--- config.mk ---
export PLATFORM = sky130hd
export DESIGN_NAME = stream_bcd_packer
export DESIGN_NICKNAME = d
export VERILOG_FILES = /design/src/rtl/stream_bcd_packer.sv
export SDC_FILE = /design/constraint.sdc
export NUM_CORES = 1
export LEC_CHECK = 0
export BUFFER_PORTS_ARGS = -buffer_cell sky130_fd_sc_hd__buf_4
export CORE_MARGIN = 4
export CORE_UTILIZATION = 45
export DETAILED_ROUTE_END_ITERATION = 12
export GPL_ROUTABILITY_DRIVEN = 1
export PLACE_DENSITY = 0.61
export SLEW_MARGIN = 20
export SYNTH_ARGS = -nofsm -noshare
export SYNTH_HDL_FRONTEND = slang
export SYNTH_SLANG_ARGS = --single-unit
--- constraint.sdc ---
create_clock -name i_clk -period 2.25 [get_ports i_clk]
set_input_delay 0.45 -clock i_clk [delete_from_list [all_inputs] [get_ports i_clk]]
set_output_delay 0.45 -clock i_clk [all_outputs]
set_load 0.005 [all_outputs]
--- src/rtl/stream_bcd_packer.sv ---
// Streaming binary-to-decimal packer: captures one word, converts it serially with
// double-dabble, then emits its digits MSB-first as bytes with packet framing.
module stream_bcd_packer #(
  parameter int unsigned DATA_W      = 8,
  parameter int unsigned DIGITS      = 3,
  parameter int unsigned ASCII       = 1,
  parameter int unsigned SUPPRESS_LZ = 1
) (
  input  logic              i_clk,
  input  logic              i_rst,
  input  logic [DATA_W-1:0] i_tdata,
  input  logic              i_tdata_valid,
  input  logic              i_tdata_last,
  output logic              o_tready,
  output logic [7:0]        o_tanswer_data,
  output logic              o_tanswer_ready,
  output logic              o_tanswer_data_last,
  input  logic              i_tmanager_ready,
  output logic [11:0]       o_packet_size_in_bytes
);

  // Smallest decimal digit count able to hold every DATA_W-bit value.
  function automatic int unsigned min_digits(input int unsigned w);
    int unsigned      d;
    longint unsigned  v;
    longint unsigned  lim;
    d   = 0;
    v   = 64'd1;
    lim = 64'd1 << w;
    for (int i = 0; i < 8; i++) begin
      if (v < lim) begin
        v = v * 64'd10;
        d = d + 1;
      end
    end
    return d;
  endfunction

  generate
    if (DATA_W < 4 || DATA_W > 16 || DIGITS < min_digits(DATA_W)) begin : g_bad_params
      $error("stream_bcd_packer: DATA_W must be 4..16 and DIGITS large enough for DATA_W");
    end
  endgenerate

  localparam int unsigned IDX_W = (DIGITS > 1) ? $clog2(DIGITS) : 1;
  localparam int unsigned BIT_W = $clog2(DATA_W);
  localparam int unsigned BCD_W = DIGITS * 4;

  typedef enum logic [1:0] {IDLE, CONVERT, EMIT} state_t;

  state_t                        state_q, state_d;
  logic                          tready_q, tready_d;
  logic [7:0]                    data_q, data_d;
  logic                          valid_q, valid_d;
  logic                          last_q, last_d;
  logic [11:0]                   size_q, size_d;
  logic [11:0]                   cnt_q, cnt_d;
  logic [DATA_W-1:0]             sr_q, sr_d;
  logic [DIGITS-1:0][3:0]        bcd_q, bcd_d;
  logic [BIT_W-1:0]              bit_q, bit_d;
  logic [IDX_W-1:0]              idx_q, idx_d;
  logic                          wlast_q, wlast_d;

  logic [DIGITS-1:0][3:0]        adj;
  logic [BCD_W-1:0]              adj_flat;
  logic [IDX_W-1:0]              start_idx;
  logic [11:0]                   cnt_inc;

  function automatic logic [7:0] to_byte(input logic [3:0] d);
    return (ASCII != 0) ? (8'h30 + {4'h0, d}) : {4'h0, d};
  endfunction

  // Double-dabble add-3 correction applied before each shift.
  always_comb begin
    for (int i = 0; i < DIGITS; i++) begin
      adj[i] = (bcd_q[i] >= 4'd5) ? (bcd_q[i] + 4'd3) : bcd_q[i];
    end
  end
  assign adj_flat = adj;

  // First digit to emit: most significant nonzero digit, or digit 0 for a zero value.
  always_comb begin
    start_idx = '0;
    if (SUPPRESS_LZ == 0) begin
      start_idx = IDX_W'(DIGITS - 1);
    end else begin
      for (int i = 0; i < DIGITS; i++) begin
        if (bcd_q[i] != 4'd0) start_idx = IDX_W'(i);
      end
    end
  end

  assign cnt_inc = (cnt_q == 12'hFFF) ? cnt_q : (cnt_q + 12'd1);

  always_comb begin
    state_d  = state_q;
    tready_d = 1'b0;
    data_d   = data_q;
    valid_d  = valid_q;
    last_d   = last_q;
    size_d   = size_q;
    cnt_d    = cnt_q;
    sr_d     = sr_q;
    bcd_d    = bcd_q;
    bit_d    = bit_q;
    idx_d    = idx_q;
    wlast_d  = wlast_q;
    case (state_q)
      IDLE: begin
        tready_d = 1'b1;
        if (i_tdata_valid && tready_q) begin
          sr_d     = i_tdata;
          wlast_d  = i_tdata_last;
          bcd_d    = '0;
          bit_d    = '0;
          tready_d = 1'b0;
          state_d  = CONVERT;
        end
      end
      CONVERT: begin
        bcd_d = {adj_flat[BCD_W-2:0], sr_q[DATA_W-1]};
        sr_d  = {sr_q[DATA_W-2:0], 1'b0};
        bit_d = bit_q + BIT_W'(1);
        if (bit_q == BIT_W'(DATA_W - 1)) state_d = EMIT;
      end
      EMIT: begin
        if (!valid_q) begin
          idx_d   = start_idx;
          valid_d = 1'b1;
          data_d  = to_byte(bcd_q[start_idx]);
          last_d  = wlast_q && (start_idx == '0);
        end else if (i_tmanager_ready) begin
          if (last_q) begin
            size_d = cnt_inc;
            cnt_d  = '0;
          end else begin
            cnt_d  = cnt_inc;
          end
          if (idx_q == '0) begin
            valid_d  = 1'b0;
            data_d   = 8'h00;
            last_d   = 1'b0;
            tready_d = 1'b1;
            state_d  = IDLE;
          end else begin
            idx_d  = idx_q - IDX_W'(1);
            data_d = to_byte(bcd_q[idx_q - IDX_W'(1)]);
            last_d = wlast_q && (idx_q == IDX_W'(1));
          end
        end
      end
      default: state_d = IDLE;
    endcase
  end

  always_ff @(posedge i_clk or negedge i_rst) begin
    if (!i_rst) begin
      state_q  <= IDLE;
      tready_q <= 1'b0;
      data_q   <= 8'h00;
      valid_q  <= 1'b0;
      last_q   <= 1'b0;
      size_q   <= '0;
      cnt_q    <= '0;
      sr_q     <= '0;
      bcd_q    <= '0;
      bit_q    <= '0;
      idx_q    <= '0;
      wlast_q  <= 1'b0;
    end else begin
      state_q  <= state_d;
      tready_q <= tready_d;
      data_q   <= data_d;
      valid_q  <= valid_d;
      last_q   <= last_d;
      size_q   <= size_d;
      cnt_q    <= cnt_d;
      sr_q     <= sr_d;
      bcd_q    <= bcd_d;
      bit_q    <= bit_d;
      idx_q    <= idx_d;
      wlast_q  <= wlast_d;
    end
  end

  assign o_tready               = tready_q;
  assign o_tanswer_data         = data_q;
  assign o_tanswer_ready        = valid_q;
  assign o_tanswer_data_last    = last_q;
  assign o_packet_size_in_bytes = size_q;

endmodule

# [Word-level counts from Yosys, hierarchy flattened]
# Index checks and enable logic that the tools add are counted.
[word_totals] word_cells=95 regBits=63 inputBits=13 output_inout_bits=23
[op_classes] n_eq_ne=12 reduce_logical=16 addsub=8 order_cmp=5 muxes=40
[ops] operator="12-bit two-way mux" n=3
[ops] operator="8-bit two-way mux" n=3
[ops] operator="12-bit one-hot mux with 2 select lines" n=1
[ops] operator="2-bit two-way mux" n=9
[ops] operator="4-bit binary-select mux with 2-bit select" n=2
[ops] operator="4-bit two-way mux" n=4
[ops] operator="8-bit one-hot mux with 2 select lines" n=1
[ops] operator="6-bit by 4-bit adder with 7-bit output, first input constant" n=2
[ops] operator="2-bit != test, second input constant" n=7
[ops] operator="12-bit by 1-bit adder with 12-bit output, second input constant" n=1
[ops] operator="12-bit == test, second input constant" n=1
[ops] operator="4-bit by 3-bit greater-or-equal comparator with 1-bit output, second input constant" n=3
[ops] operator="1-bit two-way mux" n=11
[ops] operator="4-bit by 2-bit adder with 4-bit output, second input constant" n=2
[ops] operator="4-bit nonzero test" n=2
[ops] operator="7-bit two-way mux" n=1
[ops] operator="2-bit zero test" n=3
[ops] operator="2-bit by 3-bit less-than comparator with 1-bit output, second input constant" n=2
[ops] operator="3-bit two-way mux" n=2
[ops] operator="2-bit one-hot mux with 3 select lines" n=1
[ops] operator="3-bit one-hot mux with 2 select lines" n=1
[ops] operator="2-bit AND reduction" n=3
[ops] operator="3-bit AND reduction" n=2
[ops] operator="5-bit AND reduction" n=1
[ops] operator="other kinds (10)" n=13

# [Longest topological paths before layout]
[depth] ltp_word=7 mapped_depth=8 depth_no_buf=6

# [Worst setup path after synthesis]
# Ideal clock, no wire load.
[synth_timing] path_type="register to register" startpoint="register idx_q[0]" endpoint="register data_q[2], in the netlist o_tanswer_data[2]" required_ns=2.124 setup_time_ns=0.126 setup_slack_ns=0.420 stages_incl_launch_ff=9 period_less_slack_ns=1.830 arrival_ns=1.704 n_path_buf=2 path_cell_list="dfrtp_1 > clkbuf_1 > inv_1 > ha_1 > clkbuf_1 > mux2i_1 > o21ai_0 > a21oi_1 > a21oi_1"
[synth_via] elab_chain_cells=7 elab_cells_between_ends=8 classes_between="2 x add/sub; 5 x mux; 1 x reduce/logical"
[synth_rtl] item="start: declaration" line="61" source="logic [IDX_W-1:0] idx_q, idx_d;"
[synth_rtl] item="start signal: assignment" line="181" source="idx_q <= idx_d;"
[synth_rtl] item="2-bit by 1-bit subtractor with 2-bit output" line="147" source="data_d = to_byte(bcd_q[idx_q - IDX_W'(1)]);"
[synth_rtl] item="4-bit binary-select mux with 2-bit select" line="147"
[synth_rtl] item="4-bit two-way mux (implied by the code)" line="147"
[synth_rtl] item="6-bit by 4-bit adder with 7-bit output" line="70" source="return (ASCII != 0) ? (8'h30 + {4'h0, d}) : {4'h0, d};"
[synth_rtl] item="7-bit two-way mux *" line="139" source="if (idx_q == '0) begin"
[synth_rtl] item="8-bit two-way mux *" line="132" source="end else if (i_tmanager_ready) begin"
[synth_rtl] item="8-bit two-way mux *" line="127" source="if (!valid_q) begin"
[synth_rtl] item="end signal: assignment" line="173" source="data_q <= data_d;"
[synth_rtl] item="end: declaration" line="53" source="logic [7:0] data_q, data_d;"
# Mark *: on every way between the ends. The rest lies on a longest branch, timed or not. The select of a mux whose other input is x is not followed.
# A chain may end at the register's enable or synchronous reset.

# [Final worst setup path]
[layout_timing] startpoint="register cnt_q[0]" endpoint="register size_q[4], in the netlist o_packet_size_in_bytes[4]"
[layout_via] elab_chain_cells=2 elab_cells_between_ends=3 classes_between="1 x add/sub; 1 x eq/ne; 1 x mux"
[layout_rtl] item="start: declaration" line="57" source="logic [11:0] cnt_q, cnt_d;"
[layout_rtl] item="start signal: assignment" line="177" source="cnt_q <= cnt_d;"
[layout_rtl] item="12-bit by 1-bit adder with 12-bit output / 12-bit == test (equally long branches)" line="93" source="assign cnt_inc = (cnt_q == 12'hFFF) ? cnt_q : (cnt_q + 12'd1);"
[layout_rtl] item="12-bit two-way mux *" line="93"
[layout_rtl] item="end signal: assignment" line="176" source="size_q <= size_d;"
[layout_rtl] item="end: declaration" line="56" source="logic [11:0] size_q, size_d;"
# Mark *: on every way between the ends. The rest lies on a longest branch, timed or not.

==> results.json <==
{
  "status": "finished clean",
  "syn-cell-area_um2": 3320,
  "nNetsFinal": 408,
  "hold_viol": 0,
  "fin_cells": 488,
  "finalSetupTns_ns": 0,
  "p_per_area_nw_per_um2": 1140,
  "worstSkewPairLatency_ns": 0.34,
  "ant_nets": 0,
  "clockRootBuffer": "clkbuf_8",
  "peakVddDrop_mv": 0.785,
  "synth_top_area_cell": "dfrtp_1",
  "diodes": 0,
  "setup_viol": 0,
  "clock_sinks": 60,
  "dp_slack_ns": 0.367,
  "crit_type": "reg -> reg",
  "initial_core_util": 0.461,
  "num-fill-cells": 711,
  "io_pins": 36,
  "grt_pass1_wl_um": 12000,
  "yosysWarnings": 0,
  "skew_ns": 0.00497,
  "cts.clk_slew.worst_paths_ns": 0.07,
  "total_power_uw": 4400,
  "synth.most_common_cell": "dfrtp_1",
  "cts_resized": 0,
  "power.leakage_uw": 0.00173,
  "syn_area_per_cell_um2": 9.36,
  "pwr-share-clk": 0.221,
  "place.gp.congestion": 0.822,
  "rsz0062_at_grt": "false",
  "slew_violations": 0,
  "hp-class": "in -> async",
  "reg2reg_depth": 6,
  "die_x_um": 94.0,
  "tightest_slew_ns": 0.742,
  "first_global_vias": 2523,
  "crit_fanout": 8,
  "first_iter_violations": 98,
  "relSlewSlack": 0.505,
  "max-cap-violations": 0,
  "synth_top_area_share": 0.452,
  "route.detailed.drc": 0,
  "sw_frac_of_total": 0.380,
  "fin_util": 0.533,
  "power_frac_seq": 0.391,
  "grt_overflow": 0,
  "synth_ff_type": "dfrtp_1",
  "grt.total_usage": 0.173,
  "numPortBuffers": 33,
  "p_int_uw": 2730,
  "drt_first_pass_iters": 4,
  "final.min_clock_period_ns": 1.92,
  "synth-edff-count": 0,
  "drt-total-wl_um": 7100,
  "syn_inst": 355,
  "crit_arrival_ns": 2.17,
  "die_h_um": 94.0,
  "crit_path_start_kind": "register",
  "std_cell_rows": 31,
  "dp_cells": 472,
  "core_area_um2": 7210,
  "area.growth.synth_to_final_pct": 15.7,
  "finalWorstSetupSlack_ns": 0.326,
  "cp_data_required_time_ns": 2.50,
  "die_area_um2": 8830,
  "ys_top_cells_by_area": "dfrtp_1 (45%), mux2i_1 (5.1%), o21ai_0 (5.0%)",
  "hold_buffers": 0,
  "synth-seq-cells": 60,
  "cts_inserted_buffers": 9,
  "viasPerCell": 5.40,
  "wire_per_inst_um": 14.6,
  "fmax_ghz": 0.520,
  "drive_gt1_frac": 0.167,
  "ys_seq_area_frac": 0.452,
  "async_reset_ff_frac": 1.00,
  "antenna_found_initial": 0,
  "p_sw_uw": 1670,
  "min_period_over_period": 0.855,
  "post_cts_buffers": 0,
  "grt_start_max_net_pins": 61,
  "ys_types": 51,
  "endpoint_kind": "register",
  "dr_total_vias": 2634,
  "clockBufferDepth": 2,
  "combinationalPowerShare": 0.387,
  "cts_tree": "yes",
  "dp_hpwl_um": 5010,
  "htree_num_levels": 3,
  "synth_common_cells": "dfrtp_1 (60), nand2_1 (42), o21ai_0 (33)"
}
-- layout by cell type, fill, tap and decap left out, types with 4 or more instances in the layout --
master    Yosys  routed
a21oi_1      18      18
a31oi_1       8       8
buf_4         4      41
clkbuf_8      0      10
o21ai_1       4       4
ha_1         11      11
nor2_1       19      19
xnor2_1       7       7
nand2b_1      7       7
o31ai_1       8       8
a22o_1        7       7
nand2_1      42      42
o22ai_1       4       4
o21ai_0      33      33
nor3_1       10      10
nor2b_1       4       4
nor3b_1       5       5
inv_1        11      11
and3_1        5       5
mux2i_1      17      17
nand3_1       7       7
dfrtp_1      60      60
-- cell families (layout without fill, tap and decap cells) --
family | after synthesis | after routing | synth area share
fa+ha+maj | 11 | 11 | 0.0414
other cells | 1 | 2 | 0.00113
buf+inv | 35 | 68 | 0.0485
xor+xnor | 7 | 7 | 0.0184
mux | 20 | 20 | 0.0613
flops | 60 | 60 | 0.452
simple gates | 117 | 117 | 0.182
compound gates | 104 | 104 | 0.196
-- stage by stage --
| step | instance area [um^2] | hold slack, ns |
|---|---|---|
| 2_1_floorplan | 3330 | 0.154 |
| 3_3_place_gp | 3640 | 0.463 |
| 3_5_place_dp | 3640 | 0.471 |
| 4_1_cts | 3840 | 0.197 |
| 5_1_grt | 3840 | 0.233 |
| 6_report | 3840 | 0.160 |
-- sequential cells by signal, summed over array words and instances (netlist names) --
register and cells:
bcd_q 12, bit_q 3, cnt_q 12, idx_q 2, o_packet_size_in_bytes 12, o_tanswer_data 5
o_tanswer_data_last 1, o_tanswer_ready 1, o_tready 1, sr_q 8, state_q 2, wlast_q 1
-- metal layers --
| metal | up-vias | global-route usage | share of wire |
|---|---|---|---|
| li1 | 1330 | - | - |
| met3 | 9 | 0.0521 | 0.050 |
| met1 | 1244 | 0.214 | 0.44 |
| met5 | - | 0 | 0 |
| met2 | 51 | 0.291 | 0.49 |
| met4 | 0 | 0.0469 | 0.012 |
-- power groups by stage --
stage / sequential [uW] / combinational, uW / clock [uW]
after floorplan: 1590 / 1380 / 0
after global placement: 1740 / 1690 / 0
after detailed placement: 1740 / 1720 / 0
after CTS: 1720 / 1730 / 1010
after global routing: 1780 / 1940 / 1050
final: 1720 / 1700 / 973
-- worst max-delay path, cell delays in order (launching register included) --
cell,delay [ns]
dfrtp_1,0.47
ha_1,0.28
nand3_1,0.15
buf_4,0.19
nor3_2,0.39
nor3_1,0.10
o31ai_1,0.25
-- final timing paths --
path,from,to,slack [ns]
max in group asynchronous,i_rst,sr_q[0],1.59
min reg2reg,o_packet_size_in_bytes[3],o_packet_size_in_bytes[3],0.48
min,i_rst,o_packet_size_in_bytes[0],0.16
max,cnt_q[0],o_packet_size_in_bytes[4],0.33
min in group i_clk,i_tdata_last,wlast_q,0.35
max reg2reg,cnt_q[0],o_packet_size_in_bytes[4],0.33
-- area by class of cell --
class | instances | area [um^2] | share of cell area
clock buffer | 10 | 138 | 0.0358
timing repair buffer | 41 | 308 | 0.0801
multi-input combinational | 261 | 1670 | 0.434
inverter | 11 | 41.3 | 0.0107
tap | 99 | 124 | 0.0322
clock inverter | 6 | 63.8 | 0.0166
sequential | 60 | 1500 | 0.390
Power figures use the tool's default switching activity.
